===== src/rtl/checkpoint_queue_if.sv =====
// Checkpoint queue bus: allocate, resolve, mispredict and restore.
// Rename/branch unit is master, the checkpoint queue is slave.
interface checkpoint_queue_if #(
    parameter int NUM_CKPT = 4,
    parameter int TAG_W    = 5,
    parameter int NUM_PREG = 128
);
    localparam int ID_W  = $clog2(NUM_CKPT);
    localparam int CNT_W = ID_W + 1;

    logic                alloc_valid;
    logic [31:0]         alloc_pc;
    logic [TAG_W-1:0]    alloc_rob_tag;
    logic [NUM_PREG-1:0] alloc_rdy_table;
    logic                alloc_ready;
    logic [ID_W-1:0]     alloc_id;

    logic                resolve_valid;
    logic [ID_W-1:0]     resolve_id;
    logic                mispredict;
    logic [ID_W-1:0]     mispredict_id;

    logic                restore_valid;
    logic [31:0]         restore_pc;
    logic [TAG_W-1:0]    restore_rob_tag;
    logic [NUM_PREG-1:0] restore_rdy_table;
    logic [CNT_W-1:0]    count;

    modport master (
        output alloc_valid, alloc_pc, alloc_rob_tag,
        output alloc_rdy_table,
        output resolve_valid, resolve_id,
        output mispredict, mispredict_id,
        input  alloc_ready, alloc_id,
        input  restore_valid, restore_pc,
        input  restore_rob_tag, restore_rdy_table,
        input  count
    );

    modport slave (
        input  alloc_valid, alloc_pc, alloc_rob_tag,
        input  alloc_rdy_table,
        input  resolve_valid, resolve_id,
        input  mispredict, mispredict_id,
        output alloc_ready, alloc_id,
        output restore_valid, restore_pc,
        output restore_rob_tag, restore_rdy_table,
        output count
    );
endinterface


===== src/rtl/checkpoint_queue.sv =====
// Branch checkpoint queue: circular buffer of rename snapshots,
// in-order retirement of resolved branches, flush+restore on mispredict.
module checkpoint_queue #(
    parameter int NUM_CKPT = 4,
    parameter int TAG_W    = 5,
    parameter int NUM_PREG = 128
) (
    input  logic                 clk,
    input  logic                 reset,
    checkpoint_queue_if.slave    bus
);
    localparam int ID_W  = $clog2(NUM_CKPT);
    localparam int CNT_W = ID_W + 1;

    logic [ID_W-1:0]     head;
    logic [ID_W-1:0]     tail;
    logic [CNT_W-1:0]    count_q;
    logic [NUM_CKPT-1:0] valid;
    logic [NUM_CKPT-1:0] resolved;

    logic [31:0]         pc_mem  [NUM_CKPT];
    logic [TAG_W-1:0]    tag_mem [NUM_CKPT];
    logic [NUM_PREG-1:0] rdy_mem [NUM_CKPT];

    logic                full;
    logic                acc;
    logic                ret;
    logic                res_ok;
    logic                mis_hit;
    logic [ID_W-1:0]     mis_off;
    logic [ID_W-1:0]     off;
    logic [NUM_CKPT-1:0] flush;
    logic [CNT_W-1:0]    n_flush;
    logic [NUM_CKPT-1:0] valid_n;
    logic [NUM_CKPT-1:0] resolved_n;

    assign full            = (count_q == CNT_W'(NUM_CKPT));
    assign bus.alloc_ready = !full;
    assign bus.alloc_id    = tail;
    assign bus.count       = count_q;

    // Age of each entry relative to head selects the flushed range;
    // valid entries are exactly head..tail-1, so this covers the full wrap case.
    always_comb begin
        mis_hit = bus.mispredict && valid[bus.mispredict_id];
        mis_off = bus.mispredict_id - head;
        off     = '0;
        flush   = '0;
        for (int i = 0; i < NUM_CKPT; i++) begin
            off = ID_W'(i) - head;
            if (mis_hit && valid[i] && (off >= mis_off))
                flush[i] = 1'b1;
        end
        n_flush = mis_hit ? (count_q - {1'b0, mis_off}) : '0;
        acc     = bus.alloc_valid && !full && !bus.mispredict;
        ret     = valid[head] && resolved[head] && !flush[head];
        res_ok  = bus.resolve_valid && valid[bus.resolve_id]
                  && !flush[bus.resolve_id];
    end

    // Next valid/resolved vectors; retire applied last so it wins on head.
    always_comb begin
        valid_n    = valid & ~flush;
        resolved_n = resolved & ~flush;
        if (acc) begin
            valid_n[tail]    = 1'b1;
            resolved_n[tail] = 1'b0;
        end
        if (res_ok)
            resolved_n[bus.resolve_id] = 1'b1;
        if (ret) begin
            valid_n[head]    = 1'b0;
            resolved_n[head] = 1'b0;
        end
    end

    // Queue pointers, occupancy and per-entry status.
    always_ff @(posedge clk) begin
        if (reset) begin
            head     <= '0;
            tail     <= '0;
            count_q  <= '0;
            valid    <= '0;
            resolved <= '0;
        end else begin
            valid    <= valid_n;
            resolved <= resolved_n;
            count_q  <= count_q + CNT_W'(acc) - CNT_W'(ret) - n_flush;
            if (ret)
                head <= head + 1'b1;
            if (mis_hit)
                tail <= bus.mispredict_id;
            else if (acc)
                tail <= tail + 1'b1;
        end
    end

    // Snapshot payload storage, written on accepted allocation.
    always_ff @(posedge clk) begin
        if (acc) begin
            pc_mem[tail]  <= bus.alloc_pc;
            tag_mem[tail] <= bus.alloc_rob_tag;
            rdy_mem[tail] <= bus.alloc_rdy_table;
        end
    end

    // One-cycle restore pulse; payload holds between pulses.
    always_ff @(posedge clk) begin
        if (reset) begin
            bus.restore_valid     <= 1'b0;
            bus.restore_pc        <= '0;
            bus.restore_rob_tag   <= '0;
            bus.restore_rdy_table <= '0;
        end else begin
            bus.restore_valid <= mis_hit;
            if (mis_hit) begin
                bus.restore_pc        <= pc_mem[bus.mispredict_id];
                bus.restore_rob_tag   <= tag_mem[bus.mispredict_id];
                bus.restore_rdy_table <= rdy_mem[bus.mispredict_id];
            end
        end
    end
endmodule


===== src/flat_wrapper.sv =====
// flat-port wrapper written by rule: the top's interface ports become plain ports
module checkpoint_queue_flat 
#(
    parameter int NUM_CKPT = 4,
    parameter int TAG_W    = 5,
    parameter int NUM_PREG = 128
)
  (clk, reset, bus_alloc_valid, bus_alloc_pc, bus_alloc_rob_tag, bus_alloc_rdy_table, bus_resolve_valid, bus_resolve_id, bus_mispredict, bus_mispredict_id, bus_alloc_ready, bus_alloc_id, bus_restore_valid, bus_restore_pc, bus_restore_rob_tag, bus_restore_rdy_table, bus_count);
  checkpoint_queue_if #(.NUM_CKPT(NUM_CKPT), .TAG_W(TAG_W), .NUM_PREG(NUM_PREG)) bus_i ();
  input  logic clk;
  input  logic reset;
  input wire logic [$bits(bus_i.alloc_valid)-1:0] bus_alloc_valid;
  input wire logic [$bits(bus_i.alloc_pc)-1:0] bus_alloc_pc;
  input wire logic [$bits(bus_i.alloc_rob_tag)-1:0] bus_alloc_rob_tag;
  input wire logic [$bits(bus_i.alloc_rdy_table)-1:0] bus_alloc_rdy_table;
  input wire logic [$bits(bus_i.resolve_valid)-1:0] bus_resolve_valid;
  input wire logic [$bits(bus_i.resolve_id)-1:0] bus_resolve_id;
  input wire logic [$bits(bus_i.mispredict)-1:0] bus_mispredict;
  input wire logic [$bits(bus_i.mispredict_id)-1:0] bus_mispredict_id;
  output wire logic [$bits(bus_i.alloc_ready)-1:0] bus_alloc_ready;
  output wire logic [$bits(bus_i.alloc_id)-1:0] bus_alloc_id;
  output wire logic [$bits(bus_i.restore_valid)-1:0] bus_restore_valid;
  output wire logic [$bits(bus_i.restore_pc)-1:0] bus_restore_pc;
  output wire logic [$bits(bus_i.restore_rob_tag)-1:0] bus_restore_rob_tag;
  output wire logic [$bits(bus_i.restore_rdy_table)-1:0] bus_restore_rdy_table;
  output wire logic [$bits(bus_i.count)-1:0] bus_count;
  assign bus_i.alloc_valid = bus_alloc_valid;
  assign bus_i.alloc_pc = bus_alloc_pc;
  assign bus_i.alloc_rob_tag = bus_alloc_rob_tag;
  assign bus_i.alloc_rdy_table = bus_alloc_rdy_table;
  assign bus_i.resolve_valid = bus_resolve_valid;
  assign bus_i.resolve_id = bus_resolve_id;
  assign bus_i.mispredict = bus_mispredict;
  assign bus_i.mispredict_id = bus_mispredict_id;
  assign bus_alloc_ready = bus_i.alloc_ready;
  assign bus_alloc_id = bus_i.alloc_id;
  assign bus_restore_valid = bus_i.restore_valid;
  assign bus_restore_pc = bus_i.restore_pc;
  assign bus_restore_rob_tag = bus_i.restore_rob_tag;
  assign bus_restore_rdy_table = bus_i.restore_rdy_table;
  assign bus_count = bus_i.count;
  checkpoint_queue #(.NUM_CKPT(NUM_CKPT), .TAG_W(TAG_W), .NUM_PREG(NUM_PREG)) u_core (.clk(clk), .reset(reset), .bus(bus_i));
endmodule

===== config.mk =====
export PLATFORM = sky130hd
export DESIGN_NAME = checkpoint_queue_flat
export DESIGN_NICKNAME = d
export VERILOG_FILES = /design/src/rtl/checkpoint_queue_if.sv /design/src/rtl/checkpoint_queue.sv /design/src/flat_wrapper.sv
export SDC_FILE = /design/constraint.sdc
export NUM_CORES = 1
export LEC_CHECK = 0
export ABC_CLOCK_PERIOD_IN_PS = 5750
export CORE_MARGIN = 2
export CORE_UTILIZATION = 50
export DETAILED_ROUTE_END_ITERATION = 16
export PLACE_DENSITY = 0.77
export SYNTH_ARGS = -nofsm -noshare
export SYNTH_HDL_FRONTEND = slang
export SYNTH_SLANG_ARGS = --single-unit

===== constraint.sdc =====
create_clock -name clk -period 5.75 [get_ports clk]
set_input_delay 1.15 -clock clk [delete_from_list [all_inputs] [get_ports clk]]
set_output_delay 1.15 -clock clk [all_outputs]
set_load 0.01 [all_outputs]

# == Word level (Yosys, flattened, before mapping) ==
# Memories as Yosys holds them, arrays and structs flattened. A register that Yosys moved wholly into a read port is not among the register bits.
# Cells that the tools add are included.
# W data, S select, Z words.
# op_classes
n_addsub,11
n_mul,0
div_mod_pow,0
n_lt_le_gt_ge,11
eq_ne,1
shifts,0
mux,32
bitwise,10
n_reduce_logical,23
# op_table
op,count
$and A4 B4 Y4,5
$mux W4,5
$logic_and A1 B1 Y1,18
$mux W1,15
$bmux W1 S2,6
$lt A2 B3 Y1 const B,4
$not A4 Y4,3
$ge A2 B2 Y1,4
$or A4 B4 Y4,2
$demux W1 S2,3
$ge A2 B1 Y1 const B,3
$add A2 B1 Y2 const B,2
$logic_not A1 Y1,4
$mux W2,2
$sub A1 B2 Y2 const A,2
$sub A2 B2 Y2 const A,2
$add A3 B1 Y3,1
$eq A3 B3 Y1 const B,1
$mux W3,1
$sub A3 B1 Y3,1
$sub A3 B2 Y3,1
$sub A3 B3 Y3,1
$reduce_bool A2 Y1,1
$sub A2 B2 Y2,1
# totals
reg_bits,16
latch_bits,0
ram_bits,660
romBits,0
inputBits,174
out_inout_bits,172
word_cells,97
n_memories,3
# memory_table
memory,words,width,read_ports,rd_ports_with_merged_regs,wr,line_no,rtl
u_core.rdy_mem,4,128,1,1,1,checkpoint_queue.sv:23,logic [NUM_PREG-1:0] rdy_mem [NUM_CKPT];
u_core.pc_mem,4,32,1,1,1,checkpoint_queue.sv:21,logic [31:0] pc_mem [NUM_CKPT];
u_core.tag_mem,4,5,1,1,1,checkpoint_queue.sv:22,logic [TAG_W-1:0] tag_mem [NUM_CKPT];

# == Depth between registers and ports, before layout ==
# depth
word_depth,14
ltp_mapped,18
depth_no_buf,14

# == Least setup slack after synthesis ==
# Ideal clock, no wire load.
# synth_path
path_kind,in2reg
startpoint,input port bus_alloc_valid
endpoint,register u_core.resolved[1]
setup_ns,0.138
t_arrival_ns,5.691
required_ns,5.612
slack_ns,-0.079
path_stages,5
path_buffers,0
cell_sequence,nor2b_1 -> and3_1 -> o21ai_0 -> nand2_1 -> a211oi_1
# synth_via
elab_chain_len,7
# synth_rtl
item,line_no,rtl
start: declaration,flat_wrapper.sv:12,input wire logic [$bits(bus_i.alloc_valid)-1:0] bus_alloc_valid;
$logic_and A1 B1 Y1 * (2 in a row),checkpoint_queue.sv:55,acc = bus.alloc_valid && !full && !bus.mispredict;
$mux W4 *,checkpoint_queue.sv:65,if (acc) begin
$or A4 B4 Y4 (no line),-,
$mux W4 *,checkpoint_queue.sv:69,if (res_ok)
$and A4 B4 Y4 (no line),-,
$mux W4 *,checkpoint_queue.sv:71,if (ret) begin
end signal: assignment,checkpoint_queue.sv:87,resolved <= resolved_n;
end: declaration,checkpoint_queue.sv:19,logic [NUM_CKPT-1:0] resolved;
# Mark *: on every way between the ends. The rest lies on a longest branch, timed or not.
# A chain may end at the register's enable or synchronous reset.

# == Worst setup path after layout ==
# layout_path
startpoint,input port bus_mispredict_id[0]
endpoint,register u_core.count_q[2] (netlist: u_core.bus.count[2])
# layout_via
elab_chain_len,12
word_cells_on_any_way,28
# layout_rtl
item,line_no,rtl
start: declaration,flat_wrapper.sv:19,input wire logic [$bits(bus_i.mispredict_id)-1:0] bus_mispredict_id;
"parallel branches: the longest is 11 deep, another holds $sub A3 B1 Y3",-,
$sub A3 B3 Y3 *,checkpoint_queue.sv:88,count_q <= count_q + CNT_W'(acc) - CNT_W'(ret) - n_flush;
end signal: assignment,checkpoint_queue.sv:88,
end: declaration,checkpoint_queue.sv:17,logic [CNT_W-1:0] count_q;
# Every way passes the cells marked *. The select of a mux whose other input is x is not followed.

==> summary.md <==
| Metric | Value |
|---|---|
| Type of the most critical hold path | register to register |
| Largest delay share family, worst path | adder cells |
| Setup tns final | 0 ns |
| Worst-margin pin slew | 1.19 ns |
| HP Start | u_core.bus.restore_rdy_table[79]$_SDFFE_PP0N_ |
| Vias in the first global route | 17217 |
| Status | complete, no violations |
| Crit Path Class | input port to register |
| DP HPWL | 39000 microns |
| Total gr overflow | 0 |
| Net Sw Power | 2.63 mW |
| RR Endpoint | u_core.bus.count[2]$_SDFF_PP0_ |
| Reg2reg start | u_core.head[0]$_SDFFE_PP0N_ |
| Period minus WS final | 4.42 ns |
| Met1 Resource Use GR | 28.0% |
| Detailed Route Iter0 Violations | 1184 |
| Fin crit share | 76.8% |
| # resized after CTS | 0 |
| Post-CTS Repair Setup Buffers | 0 |
| Critical path peak fanout | 28 |
| Reg2Reg Setup Slack | 1.55 ns |
| Clock Latency Late Sink | 0.62 ns |
| Hold path depth | 2 |
| Clk network pwr share | 42.1% |
| Pwr dens | 338 nW/um^2 |
| CP Data Required Time | 6.20 ns |
| Distinct cells, synth | 45 |
| Hold buffer count at cts | 0 |
| Clock H-tree levels | 3 |
| DIE WIDTH | 251 microns |
| Pre-CTS WS | 0.758 ns |
| Critical path startpoint category | input port |
| Slowest stage cell, crit path | a311o_1 |
| Power Total | 12.7 mW |
| WP depth | 15 |
| 1st-pass router iterations | 7 |
| FP Rows | 90 |
| Cells after synthesis | 1727 |
| MaxCap Viol Count | 0 |
| Mean Syn Cell Area | 17.7 sq um |
| DR vias/cell | 5.67 |
| Fin. max-slew vios | 0 |
| Initial Utilization | 50.6% |
| Buffers plus inverters on the worst setup path | 3 |
| Reg2reg path depth | 13 |
| Antenna-violating nets left | 0 |
| Int Pwr | 10.1 mW |
| Sequential fraction of the synthesis area | 76.6% |
| Mapped cell area | 30600 sq um |
| Maximum vdd ir drop | 0.258 mV |
| Design area | 37700 sq um |
| CP most frequent cell | ha_1 |
| Post-synthesis async set-or-reset flop share | 0% |
| Port-buffer cells | 345 |
| Commonest non-fill, non-tap cell in the layout | edfxtp_1 |
| Routed len/inst | 23.2 microns |
| Sw Ratio | 20.6% |
| Final clock skew | 0.0204 ns |
| Clock Sinks | 841 |
| Clock Tree Buf Depth | 3 |
| Largest net degree at the start of global routing | 118 |
| Hold endpoint | u_core.bus.restore_rdy_table[79]$_SDFFE_PP0N_ |
| Share of post-route cells with drive strength above 1 | 15.3% |
| DIE HEIGHT | 251 microns |
| Die area | 63200 sq um |
| Final Setup Violations | 0 |
| Most frequent cells in the layout | 660 x edfxtp_1, 342 x clkdlybuf4s50_1, 337 x nand2_1 |
| Synth Flop Type | edfxtp_1 |
| Initial antenna violation count | 11 |
| Critical Path, Cell by Cell | buf_8, inv_1, ha_1, xnor3_1, ha_1, a211o_1, a311o_1, o32ai_4, fa_1, fa_1, inv_1, ha_1, xnor2_1, xnor2_1, nor2_1 |
| Synth Warn # | 0 |
| EDFF count, synth | 660 |
| IO Count | 346 |
| Area of placed instances | 35000 sq um |
| Placeable Area | 60500 sq um |
| Max Clock Freq | 226 MHz |
| Total length of routed wires | 68300 microns |
| Leakage | 12.0 nW |
| Final hold violation count | 0 |
| Root buffer cell | clkbuf_16 |
| First-pass GRT wire length | 103000 microns |
| RSZ-0062 raised after global routing | false |
| NumNets Final | 2273 |
| FF+latch count, synth | 841 |
| Reg power frac | 52.8% |
| Combinational share of power | 5.0% |
| Area growth from synthesis to layout | 23.2% |
| Global-route met3 utilization | 4.32% |
| All-layer global routing usage | 21.6% |
| CP endpoint kind | register |
| Reg clk slew, reported paths | 0.06 ns |
| TritonCTS clock tree | yes |
| Critical path arrival | 4.87 ns |
| Inserted Clock Buffers | 84 |
| Max incr delay on CP | 0.43 ns |
| Vias | 16650 |
| Final Util | 62.3% |
| Slew margin rel. | 20.3% |
| GRT met2 Usage | 36.4% |
| Busiest grt layer | met2 |
| Post-route setup slack | 1.33 ns |
| Mapped Nets | 1920 |
| Drt drc | 0 |
| GPL Wtd Cong | 0.785 |
## per-layer routing
| layer | routed length [microns] | up-vias | share of wire (%) |
|---|---|---|---|
| met3 | 4300 | 132 | 6.3 |
| met4 | 1920 | 10 | 2.8 |
| li1 | - | 7346 | - |
| met2 | 34400 | 573 | 50 |
| met1 | 27600 | 8589 | 40 |
| met5 | 67 | - | 0.098 |
## tightest hold or removal path, cell delays in order (launching register included)
cell	delay, ns
dfxtp_1	0.31
nand2_1	0.05
a21oi_1	0.05
## final cells by class
type | count | area [sq um]
Fill cell | 4240 | 22800
Tap cell | 782 | 978
Clock inverter | 46 | 422
Antenna cell | 6 | 15.0
Sequential cell | 841 | 23400
Multi-Input combinational cell | 766 | 6710
Timing Repair Buffer | 367 | 3740
Inverter | 20 | 85.1
Clock buffer | 111 | 2310
## cell families after synthesis
logic type,synth area share [%]
AO/OA/AOI/OAI,3.69
XOR/XNOR,0.233
adder cells (fa/ha/maj),0.826
buffers and inverters,1.57
flip-flops,76.6
multiplexers,12.3
AND/OR/NAND/NOR,4.75
## sequential cells by signal, indices dropped and copies added, names as in the netlist
name and cells:
u_core.valid 4, u_core.bus.alloc_id 2, u_core.resolved 4, u_core.pc_mem 128
u_core.head 2, u_core.bus.count 3, u_core.tag_mem 20, u_core.bus.restore_rob_tag 5
u_core.bus.restore_rdy_table 128, u_core.bus.restore_valid 1, u_core.bus.restore_pc 32, u_core.rdy_mem 512
## power groups by stage
stage / logic (mW) / registers (mW) / clock network [mW]
6_report: 0.642 / 6.73 / 5.37
5_1_grt: 0.691 / 6.74 / 5.71
4_1_cts: 0.652 / 6.73 / 5.47
3_5_place_dp: 0.649 / 6.86 / 0
3_3_place_gp: 0.633 / 6.85 / 0
2_1_floorplan: 0.318 / 6.88 / 0
## through the flow
stage               cells  hold WS (ns)
floorplan            1727         0.476
global placement     2776         0.437
detailed placement   2776         0.444
CTS                  2933         0.452
global route         2939         0.462
finish               2939         0.449
## how the worst max path moves through the flow
stage	startpoint	end	slack (ns)
5_1_grt	bus_mispredict_id[0]	u_core.bus.count[2]$_SDFF_PP0_	1.11
2_1_floorplan	bus_alloc_valid	u_core.pc_mem[0][0]$_DFFE_PP_	0.33
6_report	bus_mispredict_id[0]	u_core.bus.count[2]$_SDFF_PP0_	1.33
3_3_place_gp	bus_mispredict_id[0]	u_core.bus.count[2]$_SDFF_PP0_	0.88
4_1_cts	bus_mispredict_id[0]	u_core.bus.count[2]$_SDFF_PP0_	1.40
3_5_place_dp	bus_mispredict_id[0]	u_core.bus.count[2]$_SDFF_PP0_	0.76
## synth_stat cells, drive strengths merged, types with 2 or more instances
| cell | number | area (sq um) |
|---|---|---|
| edfxtp | 660 | 19800 |
| nand2 | 337 | 1260 |
| dfxtp | 181 | 3620 |
| a21oi | 173 | 866 |
| mux4 | 165 | 3720 |
| clkbuf | 67 | 251 |
| buf | 33 | 153 |
| inv | 20 | 75.1 |
| ha | 17 | 213 |
| nor2b | 8 | 50.1 |
| a211oi | 7 | 52.6 |
| nor2 | 6 | 22.5 |
| a32oi | 4 | 35.0 |
| and3 | 4 | 25.0 |
| and2 | 3 | 18.8 |
| mux2 | 3 | 41.3 |
| nand3 | 3 | 15.0 |
| xnor2 | 3 | 26.3 |
| a2111oi | 2 | 17.5 |
| a211o | 2 | 17.5 |
| a22oi | 2 | 15.0 |
| fa | 2 | 40.0 |
| mux2i | 2 | 20.0 |
| nand4 | 2 | 12.5 |
| o21ai | 2 | 10.0 |
| o311a | 2 | 20.0 |
| xnor3 | 2 | 45.0 |
No activity file was read; power rests on OpenSTA's default activity.
